File: src/rtl/y86_instr_encoder_if.sv
// Instruction-load bus for the Y86-64 encoder.
// master: the program loader. It drives the decoded instruction fields, the
//         valid strobe and the write-pointer load.
// slave : the encoder. It returns in_ready, the byte-wide memory write port,
//         the write pointer and the status pulses.
// Signals: in_valid/in_ready handshake; icode/ifun/rA/rB/valC instruction
//          fields; addr_load/addr_in pointer load; mem_we/mem_addr/mem_wdata
//          memory write; wr_ptr next start address; done/err_invalid/mem_error
//          status pulses.
interface y86_instr_encoder_if;
  logic        in_valid;
  logic        in_ready;
  logic [3:0]  icode;
  logic [3:0]  ifun;
  logic [3:0]  rA;
  logic [3:0]  rB;
  logic [63:0] valC;
  logic        addr_load;
  logic [63:0] addr_in;
  logic        mem_we;
  logic [63:0] mem_addr;
  logic [7:0]  mem_wdata;
  logic [63:0] wr_ptr;
  logic        done;
  logic        err_invalid;
  logic        mem_error;

  modport master (
    output in_valid, icode, ifun, rA, rB, valC, addr_load, addr_in,
    input  in_ready, mem_we, mem_addr, mem_wdata, wr_ptr, done,
           err_invalid, mem_error
  );

  modport slave (
    input  in_valid, icode, ifun, rA, rB, valC, addr_load, addr_in,
    output in_ready, mem_we, mem_addr, mem_wdata, wr_ptr, done,
           err_invalid, mem_error
  );
endinterface

File: src/rtl/y86_instr_encoder.sv
// Y86-64 instruction encoder. It takes one instruction as decoded fields and
// writes its byte image, little-endian, one byte per cycle into byte-wide
// instruction memory. Consecutive instructions pack contiguously from wr_ptr.
// Ports:
//   clk  rising-edge clock
//   rst  synchronous active-high reset
//   bus  y86_instr_encoder_if.slave: handshake, fields, pointer load,
//        memory write port, wr_ptr and the done/err_invalid/mem_error pulses
module y86_instr_encoder #(
  parameter int unsigned MEM_SIZE = 120
) (
  input logic             clk,
  input logic             rst,
  y86_instr_encoder_if.slave bus
);

  typedef enum logic {IDLE, EMIT} state_t;

  state_t      state, state_next;

  logic [63:0] wr_ptr_q;
  logic [3:0]  idx_q;
  logic [3:0]  len_q;
  logic [3:0]  icode_q, ifun_q, ra_q, rb_q;
  logic [63:0] valc_q;
  logic [63:0] addr_hold;
  logic [7:0]  data_hold;
  logic        err_invalid_q;
  logic        mem_error_q;

  logic        in_ready;
  logic        accept;
  logic        icode_bad;
  logic        no_room;
  logic        last_byte;
  logic [3:0]  in_len;
  logic [63:0] emit_addr;
  logic [7:0]  emit_byte;
  logic [2:0]  valc_sel;

  function automatic logic [3:0] instr_len(input logic [3:0] ic);
    case (ic)
      4'h0, 4'h1, 4'h9:       return 4'd1;
      4'h2, 4'h6, 4'hA, 4'hB: return 4'd2;
      4'h7, 4'h8:             return 4'd9;
      4'h3, 4'h4, 4'h5:       return 4'd10;
      default:                return 4'd0;
    endcase
  endfunction

  // Request decode. The room check is 65 bits wide so that a pointer near
  // 2^64 cannot wrap into a false fit.
  always_comb begin
    in_len    = instr_len(bus.icode);
    icode_bad = bus.icode > 4'hB;
    no_room   = ({1'b0, wr_ptr_q} + {61'd0, in_len}) > 65'(MEM_SIZE);
    in_ready  = (state == IDLE) && !bus.addr_load;
    accept    = bus.in_valid && in_ready;
    last_byte = idx_q == (len_q - 4'd1);
  end

  // State register
  always_ff @(posedge clk) begin
    if (rst) state <= IDLE;
    else     state <= state_next;
  end

  // Next-state logic
  always_comb begin
    state_next = state;
    case (state)
      IDLE:    if (accept && !icode_bad && !no_room) state_next = EMIT;
      EMIT:    if (last_byte) state_next = IDLE;
      default: state_next = IDLE;
    endcase
  end

  // Outputs. The address and data come straight from the pointer and index
  // while in EMIT. The hold registers keep the last written pair visible
  // while mem_we is low.
  always_comb begin
    valc_sel  = (len_q == 4'd9) ? 3'(idx_q - 4'd1) : 3'(idx_q - 4'd2);
    emit_addr = wr_ptr_q + {60'd0, idx_q};
    if (idx_q == 4'd0)
      emit_byte = {icode_q, ifun_q};
    else if (len_q != 4'd9 && idx_q == 4'd1)
      emit_byte = {ra_q, rb_q};
    else
      emit_byte = valc_q[{valc_sel, 3'b000} +: 8];

    bus.in_ready    = in_ready;
    bus.mem_we      = state == EMIT;
    bus.mem_addr    = (state == EMIT) ? emit_addr : addr_hold;
    bus.mem_wdata   = (state == EMIT) ? emit_byte : data_hold;
    bus.done        = (state == EMIT) && last_byte;
    bus.wr_ptr      = wr_ptr_q;
    bus.err_invalid = err_invalid_q;
    bus.mem_error   = mem_error_q;
  end

  // Datapath: pointer, latched fields, byte index and status pulses
  always_ff @(posedge clk) begin
    if (rst) begin
      wr_ptr_q      <= '0;
      idx_q         <= '0;
      len_q         <= '0;
      icode_q       <= '0;
      ifun_q        <= '0;
      ra_q          <= '0;
      rb_q          <= '0;
      valc_q        <= '0;
      addr_hold     <= '0;
      data_hold     <= '0;
      err_invalid_q <= 1'b0;
      mem_error_q   <= 1'b0;
    end else begin
      err_invalid_q <= 1'b0;
      mem_error_q   <= 1'b0;
      case (state)
        IDLE: begin
          if (bus.addr_load) begin
            wr_ptr_q <= bus.addr_in;
          end else if (accept) begin
            if (icode_bad) begin
              err_invalid_q <= 1'b1;
            end else if (no_room) begin
              mem_error_q <= 1'b1;
            end else begin
              icode_q <= bus.icode;
              ifun_q  <= bus.ifun;
              ra_q    <= (bus.icode == 4'h3) ? 4'hF : bus.rA;
              rb_q    <= (bus.icode == 4'hA || bus.icode == 4'hB) ? 4'hF : bus.rB;
              valc_q  <= bus.valC;
              len_q   <= in_len;
              idx_q   <= '0;
            end
          end
        end
        EMIT: begin
          addr_hold <= emit_addr;
          data_hold <= emit_byte;
          idx_q     <= idx_q + 4'd1;
          if (last_byte) wr_ptr_q <= wr_ptr_q + {60'd0, len_q};
        end
        default: ;
      endcase
    end
  end

endmodule

File: src/flat_wrapper.sv
// flat-port wrapper written by rule: the top's interface ports become plain ports
module y86_instr_encoder_flat 
#(
  parameter int unsigned MEM_SIZE = 120
)
  (clk, rst, bus_in_valid, bus_icode, bus_ifun, bus_rA, bus_rB, bus_valC, bus_addr_load, bus_addr_in, bus_in_ready, bus_mem_we, bus_mem_addr, bus_mem_wdata, bus_wr_ptr, bus_done, bus_err_invalid, bus_mem_error);
  y86_instr_encoder_if bus_i ();
  input logic clk;
  input logic rst;
  input wire logic [$bits(bus_i.in_valid)-1:0] bus_in_valid;
  input wire logic [$bits(bus_i.icode)-1:0] bus_icode;
  input wire logic [$bits(bus_i.ifun)-1:0] bus_ifun;
  input wire logic [$bits(bus_i.rA)-1:0] bus_rA;
  input wire logic [$bits(bus_i.rB)-1:0] bus_rB;
  input wire logic [$bits(bus_i.valC)-1:0] bus_valC;
  input wire logic [$bits(bus_i.addr_load)-1:0] bus_addr_load;
  input wire logic [$bits(bus_i.addr_in)-1:0] bus_addr_in;
  output wire logic [$bits(bus_i.in_ready)-1:0] bus_in_ready;
  output wire logic [$bits(bus_i.mem_we)-1:0] bus_mem_we;
  output wire logic [$bits(bus_i.mem_addr)-1:0] bus_mem_addr;
  output wire logic [$bits(bus_i.mem_wdata)-1:0] bus_mem_wdata;
  output wire logic [$bits(bus_i.wr_ptr)-1:0] bus_wr_ptr;
  output wire logic [$bits(bus_i.done)-1:0] bus_done;
  output wire logic [$bits(bus_i.err_invalid)-1:0] bus_err_invalid;
  output wire logic [$bits(bus_i.mem_error)-1:0] bus_mem_error;
  assign bus_i.in_valid = bus_in_valid;
  assign bus_i.icode = bus_icode;
  assign bus_i.ifun = bus_ifun;
  assign bus_i.rA = bus_rA;
  assign bus_i.rB = bus_rB;
  assign bus_i.valC = bus_valC;
  assign bus_i.addr_load = bus_addr_load;
  assign bus_i.addr_in = bus_addr_in;
  assign bus_in_ready = bus_i.in_ready;
  assign bus_mem_we = bus_i.mem_we;
  assign bus_mem_addr = bus_i.mem_addr;
  assign bus_mem_wdata = bus_i.mem_wdata;
  assign bus_wr_ptr = bus_i.wr_ptr;
  assign bus_done = bus_i.done;
  assign bus_err_invalid = bus_i.err_invalid;
  assign bus_mem_error = bus_i.mem_error;
  y86_instr_encoder #(.MEM_SIZE(MEM_SIZE)) u_core (.clk(clk), .rst(rst), .bus(bus_i));
endmodule
File: config.mk
export PLATFORM = sky130hd
export DESIGN_NAME = y86_instr_encoder_flat
export DESIGN_NICKNAME = d
export VERILOG_FILES = /design/src/rtl/y86_instr_encoder_if.sv /design/src/rtl/y86_instr_encoder.sv /design/src/flat_wrapper.sv
export SDC_FILE = /design/constraint.sdc
export NUM_CORES = 1
export LEC_CHECK = 0
export CAP_MARGIN = 20
export CORE_UTILIZATION = 40
export CTS_CLUSTER_DIAMETER = 80
export DETAILED_ROUTE_END_ITERATION = 8
export GPL_TIMING_DRIVEN = 0
export PLACE_DENSITY_LB_ADDON = 0.25
export SLEW_MARGIN = 20
export SYNTH_ARGS = -nofsm -noshare
export SYNTH_HDL_FRONTEND = slang
export SYNTH_SLANG_ARGS = --single-unit
File: constraint.sdc
create_clock -name clk -period 10.3 [get_ports clk]
set_input_delay 2.06 -clock clk [delete_from_list [all_inputs] [get_ports clk]]
set_output_delay 2.06 -clock clk [all_outputs]
set_load 0.02 [all_outputs]
# Word-level counts from Yosys, hierarchy flattened
# Memory sizes are Yosys's and may differ from the RTL's.
# Index checks and enable logic that the tools add are counted.
# W data, S select, Z words.
[totals] input_bits=148 romBits=48 output_inout_bits=141 word_cells=78 regBits=227 memories=1
[op_classes] bitwise_logic=5 shifts=1 reduce_logical=16 eq_ne=13 order_cmp=2 n_addsub=7 mux=20
[mem_list] name="(no name shown)" depth=16 word_bits=3 rd=1 rd_ports_with_merged_regs=0 write_ports=0 line_no="y86_instr_encoder.sv:42" text="case (ic)"
[ops] op="$mux W64" n=3
[ops] op="$add A64 B4 Y64" n=2
[ops] op="$pmux W64 S2" n=1
[ops] op="$add A64 B4 Y65" n=1
[ops] op="$gt A65 B7 Y1 const B" n=1
[ops] op="$shiftx A64 B7 Y8" n=1
[ops] op="$mux W4" n=6
[ops] op="$mux W8" n=3
[ops] op="$eq A4 B4 Y1 const B" n=3
[ops] op="$ne A2 B2 Y1 const B" n=5
[ops] op="$pmux W4 S2" n=1
[ops] op="$logic_and A1 B1 Y1" n=6
[ops] op="$not A1 Y1" n=5
[ops] op="$reduce_and A5 Y1" n=1
[ops] op="$reduce_or A5 Y1" n=1
[ops] op="$add A4 B1 Y4 const B" n=1
[ops] op="$eq A4 B1 Y1 const B" n=1
[ops] op="$eq A4 B2 Y1 const B" n=1
[ops] op="$eq A4 B4 Y1" n=1
[ops] op="$gt A4 B4 Y1 const B" n=1
[ops] op="$logic_not A4 Y1" n=1
[ops] op="$mux W1" n=4
[ops] op="$ne A4 B4 Y1 const B" n=1
[ops] op="$reduce_and A4 Y1" n=1
[ops] op="other kinds (10)" n=12

# Depth between registers and ports, before layout
# Gate-level depths: netlist of the first run.
# An unclocked memory read counts as a cell.
[depth] depth_word=8 mapped_depth=18 mapped_depth_nobuf=14

# Worst setup path after synthesis of the first run
# Ideal clock, no wire load.
[synth_timing] path_kind="in2reg" from="input port bus_icode[2]" to="register u_core.len_q[0]" cell_stages=16 setup_slack_ps=4379 n_path_buf=3 t_arrival_ps=5797 required_ps=10177 setup_time_ps=123 cell_sequence="clkbuf_1 -> nor2_1 -> a21o_1 -> ha_1 -> inv_1 -> fa_1 -> nand3b_1 -> a2111oi_1 -> nand3_1 -> mux2i_1 -> o2111ai_1 -> or4_1 -> nor4_2 -> buf_4 -> buf_8 -> mux2_1"
[synth_between] elab_chain_len=5
[synth_lines] item="from (decl)" line_no="flat_wrapper.sv:11" text="input wire logic [$bits(bus_i.icode)-1:0] bus_icode;"
[synth_lines] item="$mem_v2 Z16 W3 (*)"
[synth_lines] item="net u_core.in_len[0]" line_no="y86_instr_encoder.sv:36" text="logic [3:0] in_len;"
[synth_lines] item="$add A64 B4 Y65" line_no="y86_instr_encoder.sv:56" text="no_room = ({1'b0, wr_ptr_q} + {61'd0, in_len}) > 65'(MEM_SIZE);"
[synth_lines] item="$gt A65 B7 Y1" line_no="y86_instr_encoder.sv:56"
[synth_lines] item="$not A1 Y1 (no source line)"
[synth_lines] item="$reduce_and A5 Y1 (no source line)"
[synth_lines] item="to (signal assigned)" line_no="y86_instr_encoder.sv:134" text="len_q <= in_len;"
[synth_lines] item="to (decl)" line_no="y86_instr_encoder.sv:23" text="logic [3:0] len_q;"
# Mark *: on every way through the listed nets, which the timed path passes. The rest lies on a longest branch.
# A chain may end at the register's enable or synchronous reset.

# Final worst setup path of the first run
[layout_timing] from="input port bus_icode[1]" to="register u_core.valc_q[45]"
[layout_between] elab_chain_len=5
[layout_lines] item="$mem_v2 Z16 W3"
[layout_lines] item="$add A64 B4 Y65" line_no="y86_instr_encoder.sv:56"
[layout_lines] item="$gt A65 B7 Y1" line_no="y86_instr_encoder.sv:56"
[layout_lines] item="$not A1 Y1 (no source line)"
[layout_lines] item="$reduce_and A5 Y1 (no source line) (*)"
[layout_lines] item="to (signal assigned)" line_no="y86_instr_encoder.sv:133" text="valc_q <= bus.valC;"
[layout_lines] item="to (decl)" line_no="y86_instr_encoder.sv:25" text="logic [63:0] valc_q;"
# Mark *: on every way between the ends. The rest lies on a longest branch, timed or not.

==> results.md, run 1 <==
Finish:
- Leaving out fill and tap cells, the most frequent cell in the layout is clkdlybuf4s50_1.
- Relative to the synthesized area, the layout overhead comes to 30.12%.
- The total number of nets in the final design is between 2000 and 2500.
- After filler insertion, the fill cell instance count of the layout stands at ~3400.
- The share of final-layout standard cells stronger than drive strength 1 is 0.06634.
- The library cells used most frequently in the layout, excluding fill and tap cells, are clkdlybuf4s50_1 (286), dfxtp_1 (226), nor2_1 (214).

Clocking:
- The post-cts repair resize count is 0.
- The total number of H-tree levels is 1.
- The clock-pin slew reported for the worst setup and hold paths after clock tree synthesis is 0.06 ns.
- The buffer type at the clock tree root is clkbuf_16.
- Buffers added to address setup during post-CTS repair amount to 0.
- The clock insertion delay at the later pin of the skew report is 0.58 ns.
- The clock tree from TritonCTS is built.
- The count of clock tree sinks is ~230.
- The longest clock path from root to sink contains 3 buffers.
- Counting the buffers created by CTS gives 26.
- The number of hold buffers added after CTS was 0.

Yosys:
- In the synthesized netlist the dominant register cell turns out to be dfxtp_1.
- Synthesis handed over a netlist of approximately 1900 instances.
- The mean instance size in the synthesized netlist is about 7.8 µm².
- The post-synthesis net count is approximately 2000.
- During synthesis, Yosys emitted a total of 0 warnings.
- Counting flops with a built-in enable in the synthesized netlist gives 0.
- The mapped netlist covers 14710 µm².
- The async set or reset register ratio after synthesis is 0.
- Synthesis inferred 226 register bits.
- The fraction of the yosys area taken by sequential cells is 0.3076.
- The number of different library cells in the post-synthesis netlist is 74.

GRT:
- For this run, the total global-route usage over all layers was measured as 0.3996.
- The via count of the first global-routing pass is around 16000.
- The initial antenna violation count came to 2.
- Entering global routing, the biggest net connects 15 pins.
- The wire length of the first global-routing pass is around 110000 µm.
- The leftover overflow at the end of global routing is 0.

Status:
- The run finished with clean final reports.

Floorplan:
- Measured along the x axis, the die boundary spans a little under 200 µm.
- The floorplan has 69 rows.
- The die footprint is between 30000 and 40000 µm².
- After floorplanning, the core was sized to cover around 36000 µm².
- In this run the vertical extent of the chip is 193.8 µm.
- The total I/O pin count is 289.
- For this configuration, the core starts out at a cell density of 0.4095.

Worst hold path:
- The worst hold path terminates at u_core.valc_q[29].
- The launch point of the worst hold path is u_core.valc_q[29].
- In this run the worst hold path is classified as flop to flop.
- The worst hold path passes through 2 cells.

Timing:
- Setup repair after global routing left no endpoint under its margin.
- For the pin with the worst max-slew slack, the measured transition is between 1 and 1.5 ns.
- The hold violation total from the final report is 0.
- Based on the critical path, the design can be clocked at up to around 0.14 GHz.
- The clock arrives with 0.02190 ns of skew.
- The setup violation total in the final timing report is 0.
- The count of final max-slew check failures is 0.
- Setup total negative slack on the finished layout was measured at 0 ns.
- The worst path meets setup with about 3 ns of slack.
- In the finished design, the share of the clock period the worst path needs comes to 0.7156.
- The tightest hold path in the finished design has a slack of 0.4750 ns.
- The clock period minus final worst setup slack is 7.370 ns.
- In this run the tightest slew margin relative to its limit is 0.1363.

Power:
- The fraction of power consumed by the clock network is 0.439.
- The maximum resistive drop on vdd is 115.2 µV.
- The leakage power is about 6.4 nW.
- The internal power contribution is around 0.0016 W.
- The net switching power is around 0.00064 W.
- Power spread over the standard cell area amounts to 116.7 nW/µm².
- The design draws between 0.002 and 0.0025 W.
- The portion of total power attributed to sequential cells is 0.406.
- The share of total power dissipated in combinational logic is 0.155.
- The fraction of power spent switching nets is 0.2848.

Worst setup path:
- The capturing element type of the critical path is a flop.
- In this run the critical register-to-register path is launched from u_core.bus.wr_ptr[0].
- Data on the critical path arrives at its endpoint at 7.87 ns.
- The highest fanout seen on the critical path is 10.
- The required time reported for the critical path endpoint is ~11 ns.
- The minimum setup slack among reg-to-reg paths is roughly 5.0 ns.
- The worst setup path is of the primary input to flop kind.
- The worst flop-to-flop path endpoint is u_core.valc_q[45].
- The startpoint class of the critical path is a primary input.
- The worst reg2reg path depth is 14.

Routing:
- Wires add up to 77020 µm.
- In the routed design, unresolved DRC markers number 0.
- Dividing the detail-routed wire length by the instance count gives around 29 µm.
- Before antenna repair, the detailed router went through 6 iterations.
- The count of routing violations after the opening detailed-route iteration is ~1900.
- The routed layout has around 17000 vias.
- The number of vias per cell after detailed routing is between 6 and 7.
- The count of nets left with antenna violations once routing finished came out at 0.

Place:
- The final weighted congestion in routability-driven placement is just over 1.
- The placed wire-length estimate is about 60000 µm.
- The pre-CTS setup slack is 2.550 ns.
- The total of buffers placed on input and output ports is around 290.

Job:
- The tool flagged a number of max-cap violations equal to 0.
## cell families after synthesis
kind of cell / after synthesis / share of synthesized area
buffers and inverters: 192 / 0.05734
AND/OR/NAND/NOR: 853 / 0.3041
XOR/XNOR: 91 / 0.05419
flip-flops: 226 / 0.3076
multiplexers: 120 / 0.09587
AO/OA/AOI/OAI: 376 / 0.1632
adder cells (fa/ha/maj): 19 / 0.01769
## cell type report
type | count | area (µm²) | share of cell area
Multi-Input combinational cell | 1459 | 9399 | 0.4911
Antenna cell | 1 | 2.502 | 0.0001308
Sequential cell | 226 | 4524 | 0.2364
Inverter | 31 | 116.4 | 0.006080
Buffer | 161 | 726.9 | 0.03798
Tap cell | 461 | 576.8 | 0.03014
Timing Repair Buffer | 291 | 2900 | 0.1515
Clock buffer | 36 | 748.2 | 0.03910
Clock inverter | 12 | 143.9 | 0.007518
## power groups by stage
stage	logic [W]	clock network [W]	registers, W
global route	0.000360	0.00101	0.000908
detailed placement	0.000335	0	0.000926
finish	0.000345	0.000982	0.000907
global placement	0.000333	0	0.000925
CTS	0.000337	0.000981	0.000906
floorplan	0.000145	0	0.000939
## flip-flops by register name, indices dropped and copies added, names as in the netlist
register / count
u_core.ra_q: 4
u_core.addr_hold: 64
u_core.bus.wr_ptr: 64
u_core.idx_q: 4
u_core.bus.mem_we: 1
u_core.icode_q: 4
u_core.rb_q: 4
u_core.data_hold: 8
u_core.len_q: 3
u_core.ifun_q: 4
u_core.bus.err_invalid: 1
u_core.bus.mem_error: 1
u_core.valc_q: 64
## critical path, stage by stage
cell,delay (ns)
clkdlybuf4s50_1,0.56
and2_1,0.26
o21ai_0,0.13
o21ai_0,0.29
fa_1,0.57
nand3b_1,0.28
a211oi_2,0.88
mux2_2,0.42
a211oi_1,0.45
nand4_1,0.34
or4_1,0.60
nor4_2,0.24
buf_4,0.21
buf_8,0.17
buf_12,0.16
mux2i_1,0.23
## Yosys cell counts (7+ instances only)
master,instances,area share
buf_4,10,0.0051
nor3_1,58,0.020
buf_1,7,0.0018
xor2_1,41,0.024
and3_1,12,0.0051
a41oi_1,7,0.0042
a31oi_1,7,0.0030
or3_1,17,0.0072
buf_2,33,0.011
nand4_1,75,0.032
nor2b_1,66,0.028
a21oi_1,138,0.047
mux2i_1,97,0.066
nor2_1,214,0.055
nand3_1,40,0.014
dfxtp_1,226,0.31
o2bb2ai_1,16,0.0095
nand2b_1,156,0.066
clkbuf_1,108,0.028
mux4_2,16,0.025
inv_1,31,0.0079
xnor2_1,50,0.030
a22oi_1,21,0.011
ha_1,16,0.014
or2_2,10,0.0043
nor4_1,28,0.012
a211oi_1,41,0.021
a21o_1,10,0.0051
or4_1,20,0.010
o22ai_1,21,0.0089
o21ai_0,54,0.018
nand2_1,129,0.033
o21bai_1,9,0.0046
## worst max path at each step
stage                  from                 to  slack [ns]
3_3_place_gp   bus_icode[1]    u_core.len_q[0]        2.36
2_1_floorplan  bus_icode[2]    u_core.len_q[0]        4.38
4_1_cts        bus_icode[1]  u_core.valc_q[45]        3.11
6_report       bus_icode[1]  u_core.valc_q[45]        2.93
5_1_grt        bus_icode[1]  u_core.valc_q[45]        2.87
3_5_place_dp   bus_icode[1]    u_core.len_q[0]        2.55
## per-layer routing
layer | up-vias | GRT usage | routed length [µm]
met4 | 2 | 0.1769 | 3667
met5 | - | 0 | 13
met1 | 7984 | 0.5350 | 32530
li1 | 7304 | - | -
met3 | 183 | 0.09897 | 8137
met2 | 1037 | 0.6062 | 32670
## per-stage QoR
| step | cell area [µm²] | util | cells |
|---|---|---|---|
| floorplan | 14710 | - | 1877 |
| CTS | 19130 | 0.5326 | 2677 |
| finish | 19140 | 0.5329 | 2678 |
| global placement | 18150 | 0.5053 | 2624 |
| global route | 19140 | 0.5328 | 2677 |
| detailed placement | 18240 | 0.5078 | 2629 |
Power figures use the tool's default switching activity.
==> run 2: changes to the inputs <==
- clock period: 10.3 -> 7.51 ns (I/O delays scaled with it)
==> results of run 2 <==
The final DEF is identical to that of run 1. Status: finished clean.
Among the figures that moved: setup slack after placement 2.550 ns -> 0.3176 ns; setup slack after layout 2.930 ns -> 0.6978 ns; register-to-register setup slack 5.00 ns -> 2.21 ns; total power 0.002234 W -> 0.003064 W; worst IR drop on VDD 115.2 µV -> 158.0 µV
==> run 3: changes to the inputs <==
- clock period: 7.51 -> 6.31 ns (I/O delays scaled with it)
==> results.md, run 3 (synthesis gave the netlist of run 1 again) <==
GRT:
- The via count of the first global-routing pass is roughly 16000.
- The initial antenna violation count was 2.
- The first global-routing pass estimated 110200 µm of wire.
- The leftover overflow at the end of global routing is 0.
- Across every metal layer, demand over resource in global routing totals 0.3998.
- Entering global routing, the biggest net connects 15 pins.

Place:
- The cell area after placement is 18240 µm².
- The final weighted congestion in routability-driven placement is slightly above 1.
- Input and output buffers added on the ports amount to about 290.
- After detailed placement, the design holds a cell count of 2629.
- Detailed placement ended at an HPWL of 59960 µm.

Job:
- The total of max-cap violations is 0.

Finish:
- The number of fillers in the final layout is 3433.
- The area growth from synthesis to layout is 30.40%.
- The share of final-layout standard cells stronger than drive strength 1 is 0.06808.
- The final non-filler cell total is roughly 2700.
- Leaving out fill and tap cells, the most frequent cell in the layout is clkdlybuf4s50_1.
- After routing the design area is about 19000 µm².
- The library cells used most frequently in the layout, excluding fill and tap cells, are clkdlybuf4s50_1 (286), dfxtp_1 (226), nor2_1 (214).
- The final layout contains roughly 2400 nets.

Routing:
- In this run the remaining antenna-violating nets after routing total 0.
- Summed over all layers, the routed wires come to 76860 µm.
- The count of routing violations after the opening detailed-route iteration is about 1800.
- The remaining design rule violation count is 0.
- In the routed layout, each cell is associated on average with a via count of roughly 6.2.
- The routed wire length per instance is approximately 29 µm.
- The pre-antenna-repair detailed-routing pass consisted of 6 iterations.
- The total number of vias is 16630.

Worst setup path:
- Data on the critical path arrives at its endpoint at a little over 5 ns.
- The signal on the critical path passes through clkbuf_1 > nand4_1 > nor4_4 > nand3_1 > nor2_1 > nand2_1 > xor2_1 > a21oi_1 > clkdlybuf4s50_1.
- The reg-to-reg startpoint is u_core.bus.wr_ptr[19].
- The number of cells on the worst reg-to-reg path is 12.
- STA puts the critical path data required time at ~5 ns.
- The minimum setup slack among reg-to-reg paths is around 1.4 ns.
- The worst flop-to-flop path endpoint is u_core.valc_q[45].
- The worst setup path is captured at an output port.
- The critical path is of the flop to output port type.
- The worst setup path is launched from a flop.
- The stage delay of the slowest cell on the critical path is ~0.79 ns.
- The cell with the largest stage delay on the worst path is nor4_4.
- The highest fanout seen on the critical path is 10.

Status:
- The checks that failed: setup timing.
- The run finished, with violations left.

Floorplan:
- The floorplan has between 60 and 70 rows.
- The area of the placeable core is 35910 µm².
- The die covers between 30000 and 40000 µm².
- From left edge to right edge, the die measures 193.8 µm.
- The initial utilization of the core area, before any placement, comes to 0.4095.
- During I/O placement, the number of pins put on the boundary was about 290.
- The die extent in y is a little under 200 µm.

Worst hold path:
- The worst hold path endpoint is u_core.valc_q[29].
- The launch point of the worst hold path is u_core.valc_q[29].
- The path category of the worst min-delay check is flop to flop.
- The instance count along the most critical hold path is 2.

Timing:
- The hold violation total from the final report is 0.
- The count of final max-slew check failures is 0.
- On the final layout, the worst clock skew is 0.02568 ns.
- The smallest clock period supported by the final layout is computed as 6.368 ns.
- Setup repair after global routing left no endpoint under its margin.
- For the pin with the worst max-slew slack, the measured transition is between 1 and 1.5 ns.
- Setup slack on the critical path of the routed design comes to -0.05847 ns.
- The setup violation total in the final timing report is 2.
- The final critical-path share of the clock period is 1.009.
- Based on the critical path, the design can be clocked at up to ~0.16 GHz.
- The relative slew slack is 0.1616.

Clocking:
- TritonCTS built the clock tree.
- The clock-pin slew reported for the worst setup and hold paths after clock tree synthesis is about 0.060 ns.
- The clock reaches the later pin of the worst-skew pair after roughly 0.58 ns.
- CTS built an H-tree with a depth of 1.
- The count of clock tree sinks is approximately 230.
- The clock buffer count from CTS is 26.
- CTS placed an instance of clkbuf_16 at the clock tree root.
- The clock tree buffer depth is 3.

Power:
- Across the VDD grid, the largest voltage drop is 188.4 µV.
- The power density of the placed cells is between 150 and 200 nW/µm².
- The leakage power is 6.403 nW.
## run 3: repair_timing
action / 4_1_cts / 5_1_grt
buffers inserted: 0 / 2
pin swaps: 0 / 1
endpoints found under the setup margin: 20 / 49
hold buffers: 0 / 0
resized for setup: 2 / 2
## run 3: worst max-delay path, delay by kind of cell (launching register included)
family | cells | cell delay, ns
AND/OR/NAND/NOR | 5 | 2.60
flip-flops | 1 | 0.38
AO/OA/AOI/OAI | 1 | 0.17
buffers and inverters | 2 | 1.19
XOR/XNOR | 1 | 0.19
## run 3: how the worst max path moves through the flow
stage                           from           endpoint  cells after the start
4_1_cts                 bus_icode[1]  u_core.valc_q[45]                     16
2_1_floorplan           bus_icode[2]    u_core.len_q[0]                     16
3_3_place_gp            bus_icode[1]    u_core.len_q[0]                     15
6_report       u_core.bus.wr_ptr[19]   bus_mem_addr[53]                      9
5_1_grt        u_core.bus.wr_ptr[19]   bus_mem_addr[49]                      9
3_5_place_dp            bus_icode[1]    u_core.len_q[0]                     15
## run 3: cell type report
type	count	area, µm²	area share
clock buffer	36	748.2	0.03901
antenna	1	2.502	0.0001305
timing repair buffer	293	2915	0.1520
buffer	161	726.9	0.03790
clock inverter	12	143.9	0.007503
sequential	226	4524	0.2359
tap	461	576.8	0.03008
multi-input combinational	1459	9424	0.4914
inverter	31	116.4	0.006067
## run 3: report_power, final
group / switching [W] / total (W) / internal, W / leakage [nW]
clock network: 0.000686 / 0.00160 / 0.000917 / 0.442
registers: 0.0000281 / 0.00148 / 0.00145 / 1.83
logic: 0.000323 / 0.000563 / 0.000239 / 4.13
## run 3: per-layer routing
| metal | GRT usage | wire [µm] | vias to the layer above |
|---|---|---|---|
| li1 | - | - | 7315 |
| met1 | 0.5359 | 32190 | 8046 |
| met2 | 0.6072 | 32540 | 1073 |
| met3 | 0.09758 | 8331 | 193 |
| met4 | 0.1760 | 3794 | 0 |
| met5 | 0 | 0 | - |
## run 3: stage by stage
step | hold WS (ns) | total power, W | setup TNS (ns) | setup slack (ns) | util
floorplan | 0.4455 | 0.001770 | 0 | 1.187 | -
global placement | 0.4555 | 0.002054 | -65.48 | -0.8334 | 0.5053
detailed placement | 0.4623 | 0.002058 | -49.16 | -0.6424 | 0.5078
CTS | 0.4703 | 0.003631 | 0 | 0.1238 | 0.5330
global route | 0.4893 | 0.003721 | 0 | 0.01831 | 0.5339
finish | 0.4732 | 0.003646 | -0.1047 | -0.05847 | 0.5340
